===== config.mk =====
export PLATFORM = sky130hd
export DESIGN_NAME = knockout_scheduler
export DESIGN_NICKNAME = d
export VERILOG_FILES = /design/src/rtl/knockout_scheduler.sv
export SDC_FILE = /design/constraint.sdc
export NUM_CORES = 1
export LEC_CHECK = 0
export CORE_MARGIN = 3
export CORE_UTILIZATION = 48
export DETAILED_ROUTE_END_ITERATION = 10
export PLACE_DENSITY = 0.76
export SYNTH_ARGS = -nofsm -noshare
export SYNTH_HDL_FRONTEND = slang
export SYNTH_SLANG_ARGS = --single-unit
export TNS_END_PERCENT = 1

===== constraint.sdc =====
create_clock -name clk -period 1.97 [get_ports clk]
set_input_delay 0.394 -clock clk [delete_from_list [all_inputs] [get_ports clk]]
set_output_delay 0.394 -clock clk [all_outputs]
set_load 0.01 [all_outputs]

===== src/rtl/knockout_scheduler.sv =====
// Four-team single-elimination scheduler: presents SF1, SF2 and the final in turn,
// records each outcome and reports the champion with a one-cycle done pulse.
module knockout_scheduler #(
  parameter int unsigned TEAM_W = 2
) (
  input  logic              clk,
  input  logic              rst_n,
  input  logic              start,
  input  logic              abort,
  input  logic [TEAM_W-1:0] a,
  input  logic [TEAM_W-1:0] b,
  input  logic [TEAM_W-1:0] c,
  input  logic [TEAM_W-1:0] d,
  output logic              match_valid,
  output logic [1:0]        match_id,
  output logic [TEAM_W-1:0] team_one,
  output logic [TEAM_W-1:0] team_two,
  input  logic              result_valid,
  input  logic              result,
  output logic [2:0]        sel,
  output logic [TEAM_W-1:0] champion,
  output logic              busy,
  output logic              done
);

  typedef enum logic [1:0] {IDLE, SF1, SF2, FINAL} state_t;

  state_t            state, state_n;
  logic [TEAM_W-1:0] ca, cb, cc, cd, w1, w2;
  logic [TEAM_W-1:0] ca_n, cb_n, cc_n, cd_n, w1_n, w2_n;
  logic              match_valid_n, busy_n, done_n;
  logic [1:0]        match_id_n;
  logic [TEAM_W-1:0] team_one_n, team_two_n, champion_n;
  logic [2:0]        sel_n;
  logic              accept;

  always_ff @(posedge clk or negedge rst_n) begin
    if (!rst_n) begin
      state <= IDLE;
    end else begin
      state <= state_n;
    end
  end

  // Outputs are registered from the next-state view so the next match appears
  // on the cycle right after acceptance with no gap.
  always_comb begin
    state_n    = state;
    ca_n       = ca;
    cb_n       = cb;
    cc_n       = cc;
    cd_n       = cd;
    w1_n       = w1;
    w2_n       = w2;
    sel_n      = sel;
    champion_n = champion;
    done_n     = 1'b0;
    accept     = match_valid & result_valid;

    unique case (state)
      IDLE: begin
        if (!abort && start) begin
          state_n = SF1;
          ca_n    = a;
          cb_n    = b;
          cc_n    = c;
          cd_n    = d;
          sel_n   = '0;
        end
      end
      SF1: begin
        if (abort) begin
          state_n = IDLE;
        end else if (accept) begin
          sel_n[0] = result;
          w1_n     = result ? cb : ca;
          state_n  = SF2;
        end
      end
      SF2: begin
        if (abort) begin
          state_n = IDLE;
        end else if (accept) begin
          sel_n[1] = result;
          w2_n     = result ? cd : cc;
          state_n  = FINAL;
        end
      end
      FINAL: begin
        if (abort) begin
          state_n = IDLE;
        end else if (accept) begin
          sel_n[2]   = result;
          champion_n = result ? w2 : w1;
          done_n     = 1'b1;
          state_n    = IDLE;
        end
      end
      default: state_n = IDLE;
    endcase

    match_valid_n = 1'b0;
    match_id_n    = 2'd0;
    team_one_n    = '0;
    team_two_n    = '0;
    case (state_n)
      SF1: begin
        match_valid_n = 1'b1;
        match_id_n    = 2'd0;
        team_one_n    = ca_n;
        team_two_n    = cb_n;
      end
      SF2: begin
        match_valid_n = 1'b1;
        match_id_n    = 2'd1;
        team_one_n    = cc_n;
        team_two_n    = cd_n;
      end
      FINAL: begin
        match_valid_n = 1'b1;
        match_id_n    = 2'd2;
        team_one_n    = w1_n;
        team_two_n    = w2_n;
      end
      default: ;
    endcase
    busy_n = match_valid_n;
  end

  always_ff @(posedge clk or negedge rst_n) begin
    if (!rst_n) begin
      ca          <= '0;
      cb          <= '0;
      cc          <= '0;
      cd          <= '0;
      w1          <= '0;
      w2          <= '0;
      match_valid <= 1'b0;
      match_id    <= 2'd0;
      team_one    <= '0;
      team_two    <= '0;
      sel         <= '0;
      champion    <= '0;
      busy        <= 1'b0;
      done        <= 1'b0;
    end else begin
      ca          <= ca_n;
      cb          <= cb_n;
      cc          <= cc_n;
      cd          <= cd_n;
      w1          <= w1_n;
      w2          <= w2_n;
      match_valid <= match_valid_n;
      match_id    <= match_id_n;
      team_one    <= team_one_n;
      team_two    <= team_two_n;
      sel         <= sel_n;
      champion    <= champion_n;
      busy        <= busy_n;
      done        <= done_n;
    end
  end

endmodule


==> flow_summary.html, run 1 <==
<table>
<tr><th>Metric</th><th>Value</th></tr>
<tr><th colspan="2">Status</th></tr>
<tr><td>Status</td><td>complete, no violations</td></tr>
<tr><th colspan="2">Cells and area</th></tr>
<tr><td>Fraction of layout cells with a size suffix above 1</td><td>20.8%</td></tr>
<tr><td>Count of antenna diodes in the layout</td><td>0</td></tr>
<tr><td>Finished Core Util</td><td>between 60% and 70%</td></tr>
<tr><td>Final cell count without fillers</td><td>between 150 and 200</td></tr>
<tr><td>Synth-to-Final Area Change</td><td>31.8%</td></tr>
<tr><td>Commonest cells after routing, fill and taps aside</td><td>sky130_fd_sc_hd__dfrtp_1, sky130_fd_sc_hd__clkdlybuf4s50_1, sky130_fd_sc_hd__buf_4, sky130_fd_sc_hd__nand2_1, sky130_fd_sc_hd__mux2i_1</td></tr>
<tr><td>Number of nets in the final layout</td><td>159</td></tr>
<tr><th colspan="2">Die</th></tr>
<tr><td>Total die area</td><td>3200 µm²</td></tr>
<tr><td>Starting Density</td><td>roughly 53%</td></tr>
<tr><td>Height of the die</td><td>approximately 57 µm</td></tr>
<tr><td>DIE WIDTH</td><td>roughly 57 µm</td></tr>
<tr><td>Number of ports placed on the die boundary</td><td>28</td></tr>
<tr><td>Standard cell core area</td><td>~2300 µm²</td></tr>
<tr><td>Number of rows created at floorplan</td><td>17</td></tr>
<tr><th colspan="2">Synthesis</th></tr>
<tr><td>Post-Synthesis Mean Instance Area</td><td>approximately 12 µm²</td></tr>
<tr><td>Yosys reg bits</td><td>27</td></tr>
<tr><td>Largest area contributor in the netlist</td><td>sky130_fd_sc_hd__dfrtp_1</td></tr>
<tr><td>Leading post-synthesis cells by cell area</td><td>sky130_fd_sc_hd__dfrtp_1, sky130_fd_sc_hd__mux2i_1, sky130_fd_sc_hd__mux2_2, sky130_fd_sc_hd__mux2_4, sky130_fd_sc_hd__o21ai_0</td></tr>
<tr><td>Post-Syn Nets</td><td>around 120</td></tr>
<tr><td>Total standard cell area after synthesis</td><td>between 1000 and 1500 µm²</td></tr>
<tr><td>Cell variety after synth</td><td>27</td></tr>
<tr><td>Part of the Yosys area used for sequential elements</td><td>between 50 and 60%</td></tr>
<tr><td>Synth Warn #</td><td>0</td></tr>
<tr><td>Post-synth top area share</td><td>~55%</td></tr>
<tr><td>Synth Instances</td><td>about 110</td></tr>
<tr><th colspan="2">Detailed routing</th></tr>
<tr><td>Routed wire length</td><td>2420 µm</td></tr>
<tr><td>Post-detailed-route DRC marker count</td><td>0</td></tr>
<tr><td>Count of nets left with antenna violations after detail routing</td><td>0</td></tr>
<tr><td>Via-per-instance ratio</td><td>about 5.1</td></tr>
<tr><td>Vias after detailed routing</td><td>876</td></tr>
<tr><td>Starting DRT DRC Count</td><td>21</td></tr>
<tr><td>Count of TritonRoute iterations in the first routing pass</td><td>4</td></tr>
<tr><td>Routed len/inst</td><td>14.1 µm</td></tr>
<tr><th colspan="2">Critical path</th></tr>
<tr><td>Buffer and inverter count on the worst path</td><td>2</td></tr>
<tr><td>Data required time at the worst endpoint</td><td>~2.2 ns</td></tr>
<tr><td>Arrival @ worst endpoint</td><td>~2.0 ns</td></tr>
<tr><td>Sequence of cells on the critical path</td><td>clkdlybuf4s50_1 &gt; nor4b_2 &gt; buf_4 &gt; mux2_4 &gt; a221o_1</td></tr>
<tr><td>Type of element capturing the critical path</td><td>register</td></tr>
<tr><td>Maximum net fanout on the critical path</td><td>7</td></tr>
<tr><td>Category of the worst setup path launch point</td><td>primary input</td></tr>
<tr><td>Worst path top cell family by delay</td><td>buffers and inverters</td></tr>
<tr><td>CP max stage cell</td><td>sky130_fd_sc_hd__clkdlybuf4s50_1</td></tr>
<tr><td>Worst setup path category</td><td>primary input to register</td></tr>
<tr><td>CP max stage delay</td><td>0.47 ns</td></tr>
<tr><th colspan="2">Placement</th></tr>
<tr><td>Placer congestion estimate</td><td>0.813</td></tr>
<tr><td>Detailed Place HPWL</td><td>between 1500 and 2000 µm</td></tr>
<tr><td>I/O Buffers</td><td>27</td></tr>
<tr><td>Number of instances in the placed design</td><td>around 170</td></tr>
<tr><td>Setup Slack @ Placement</td><td>-0.113 ns</td></tr>
<tr><th colspan="2">Global route</th></tr>
<tr><td>Antenna violations before repair</td><td>0</td></tr>
<tr><td>Wire length of the first global-routing pass</td><td>between 4000 and 5000 µm</td></tr>
<tr><td>Number of global-route vias before repair</td><td>925</td></tr>
<tr><td>GRT overflow</td><td>0</td></tr>
<tr><td>All-layer global routing usage</td><td>16.2%</td></tr>
<tr><td>Largest net degree at the start of global routing</td><td>28</td></tr>
<tr><th colspan="2">Pwr</th></tr>
<tr><td>Standby leakage power</td><td>0.757 nW</td></tr>
<tr><td>Switching power of the nets</td><td>328 µW</td></tr>
<tr><td>Maximum vdd ir drop</td><td>0.582 mV</td></tr>
<tr><td>Sequential share of power</td><td>between 50% and 60%</td></tr>
<tr><td>Proportion of total power due to net switching</td><td>about 28%</td></tr>
<tr><td>Combinational share of power</td><td>23.3%</td></tr>
<tr><td>Areal power density over the cells</td><td>roughly 740 nW/µm²</td></tr>
<tr><td>Internal power consumption</td><td>865 µW</td></tr>
<tr><td>Clock power share</td><td>20.1%</td></tr>
<tr><th colspan="2">Timing</th></tr>
<tr><td>Total Negative Setup Slacks</td><td>0 ns</td></tr>
<tr><td>Count of endpoints failing setup in the final report</td><td>0</td></tr>
<tr><td>Slack of the critical path</td><td>around 0.23 ns</td></tr>
<tr><td>Hold slack</td><td>between 0.4 and 0.5 ns</td></tr>
<tr><td>Final count of hold timing violations</td><td>0</td></tr>
<tr><td>Slew headroom</td><td>approximately 74%</td></tr>
<tr><td>Crit share post-route</td><td>between 80% and 90%</td></tr>
<tr><td>Clk_skew</td><td>0.00498 ns</td></tr>
<tr><td>Pins Over Slew Limit</td><td>0</td></tr>
<tr><td>Slew at the pin closest to its max-slew limit</td><td>between 0.3 and 0.4 ns</td></tr>
<tr><td>Clock period minus final worst setup slack</td><td>between 1.5 and 2 ns</td></tr>
<tr><td>Achievable Freq</td><td>576 MHz</td></tr>
<tr><td>RSZ-0062 raised after global routing</td><td>false</td></tr>
<tr><th colspan="2">Min path</th></tr>
<tr><td>Tightest Hold Check Type</td><td>primary input to async pin</td></tr>
<tr><th colspan="2">Clocking</th></tr>
<tr><td>Cts bufs inserted</td><td>3</td></tr>
<tr><td>Max H-tree Level</td><td>1</td></tr>
<tr><td>Clock-pin slew on the worst setup and hold paths</td><td>0.15 ns</td></tr>
<tr><td>Number of buffers on the longest clock path</td><td>2</td></tr>
<tr><td>Count of buffers added by post-CTS timing repair for setup</td><td>0</td></tr>
<tr><td>Post-cts repair resize count</td><td>0</td></tr>
<tr><td>Hold-fix buffers at CTS</td><td>0</td></tr>
<tr><td>Root buffer selected by CTS</td><td>sky130_fd_sc_hd__clkbuf_4</td></tr>
<tr><td>Later-pin clock latency in the skew report</td><td>0.32 ns</td></tr>
<tr><td>Total number of clock tree sinks</td><td>27</td></tr>
<tr><td>Clock tree from TritonCTS</td><td>done</td></tr>
<tr><th colspan="2">Run</th></tr>
<tr><td>Number of max-cap violations</td><td>0</td></tr>
</table>
synth_stat cells (all sizes together):
cell / count
dfrtp: 27
inv: 8
mux2: 8
mux2i: 8
nand2: 8
nor2: 6
o21ai: 6
a21oi: 5
buf: 5
nand2b: 5
nand3: 3
a221o: 2
nor3b: 2
o221ai: 2
or2: 2
xor2: 2
a22o: 1
a2bb2oi: 1
nor2b: 1
nor3: 1
nor4b: 1
o211a: 1
worst register-to-register path: cells and delay by family, from the launching register on:
kind / cells / cell delay, ns
compound gates: 1 / 0.35
buf+inv: 1 / 0.21
flops: 1 / 0.41
mux: 1 / 0.31
simple gates: 1 / 0.30
power by group through the flow:
stage	Clock, mW	Combinational, mW	Sequential (mW)
2_1_floorplan	0	0.154	0.681
3_3_place_gp	0	0.269	0.682
3_5_place_dp	0	0.280	0.686
4_1_cts	0.252	0.281	0.675
5_1_grt	0.276	0.305	0.686
6_report	0.240	0.278	0.675
per-layer routing:
layer  up-vias  part of all wire (%)  track usage, %
met2        19                    51            27.4
met3         2                   4.7            3.45
li1        437                     -               -
met4         0                  0.70            5.08
met5         -                     0               0
met1       418                    44            20.4
path summary, 6_finish.rpt:
path	from	end	slack, ns	cells after the start
setup / recovery	start	team_one[1]$_DFF_PN0_	0.23	5
hold / removal	rst_n	team_two[0]$_DFF_PN0_	0.42	2
setup reg to reg	state[1]$_DFF_PN0_	team_one[1]$_DFF_PN0_	0.29	4
hold reg to reg	w1[0]$_DFF_PN0_	w1[0]$_DFF_PN0_	0.53	2
max in group asynchronous	rst_n	busy$_DFF_PN0_	1.30	2
min in group clk	w1[0]$_DFF_PN0_	w1[0]$_DFF_PN0_	0.53	2
layout make-up:
type,instances,area (µm²)
Clock buffer,3,22.5
Clock inverter,1,7.51
Fill cell,184,701
Inverter,8,30.0
Multi-Input combinational cell,65,479
Sequential cell,27,676
Tap cell,28,35.0
Timing Repair Buffer,40,368
flip-flops by register name, summed over array words and instances, names as in the netlist:
register,flops
busy,1
champion,2
cc,2
match_id,2
cd,2
sel,3
state,2
done,1
ca,2
team_one,2
w1,2
team_two,2
w2,2
cb,2
logic make-up after synthesis:
family	synth area share (%)
and+or+nand+nor	13.0
xor gates and xnor gates	1.43
DFF	55.0
AOI/OAI and AO/OA	9.79
muxes	14.8
buffers and inverters	5.91
per-stage QoR:
step                cell area [µm²]  total power, mW
finish                         1620             1.19
global placement               1590            0.951
CTS                            1620             1.21
global route                   1620             1.27
floorplan                      1230            0.835
detailed placement             1590            0.966
No activity file was read; power rests on OpenSTA's default activity.
==> run 2, diff against run 1 <==
--- a/config.mk
+++ b/config.mk
@@ -8,8 +8,9 @@
 export CORE_MARGIN = 3
 export CORE_UTILIZATION = 48
 export DETAILED_ROUTE_END_ITERATION = 10
+export GPL_ROUTABILITY_DRIVEN = 0
 export PLACE_DENSITY = 0.76
 export SYNTH_ARGS = -nofsm -noshare
 export SYNTH_HDL_FRONTEND = slang
 export SYNTH_SLANG_ARGS = --single-unit
-export TNS_END_PERCENT = 1
+export TNS_END_PERCENT = 50
==> results of run 2 <==
Final layout, timing and power as in run 1 (identical DEF).
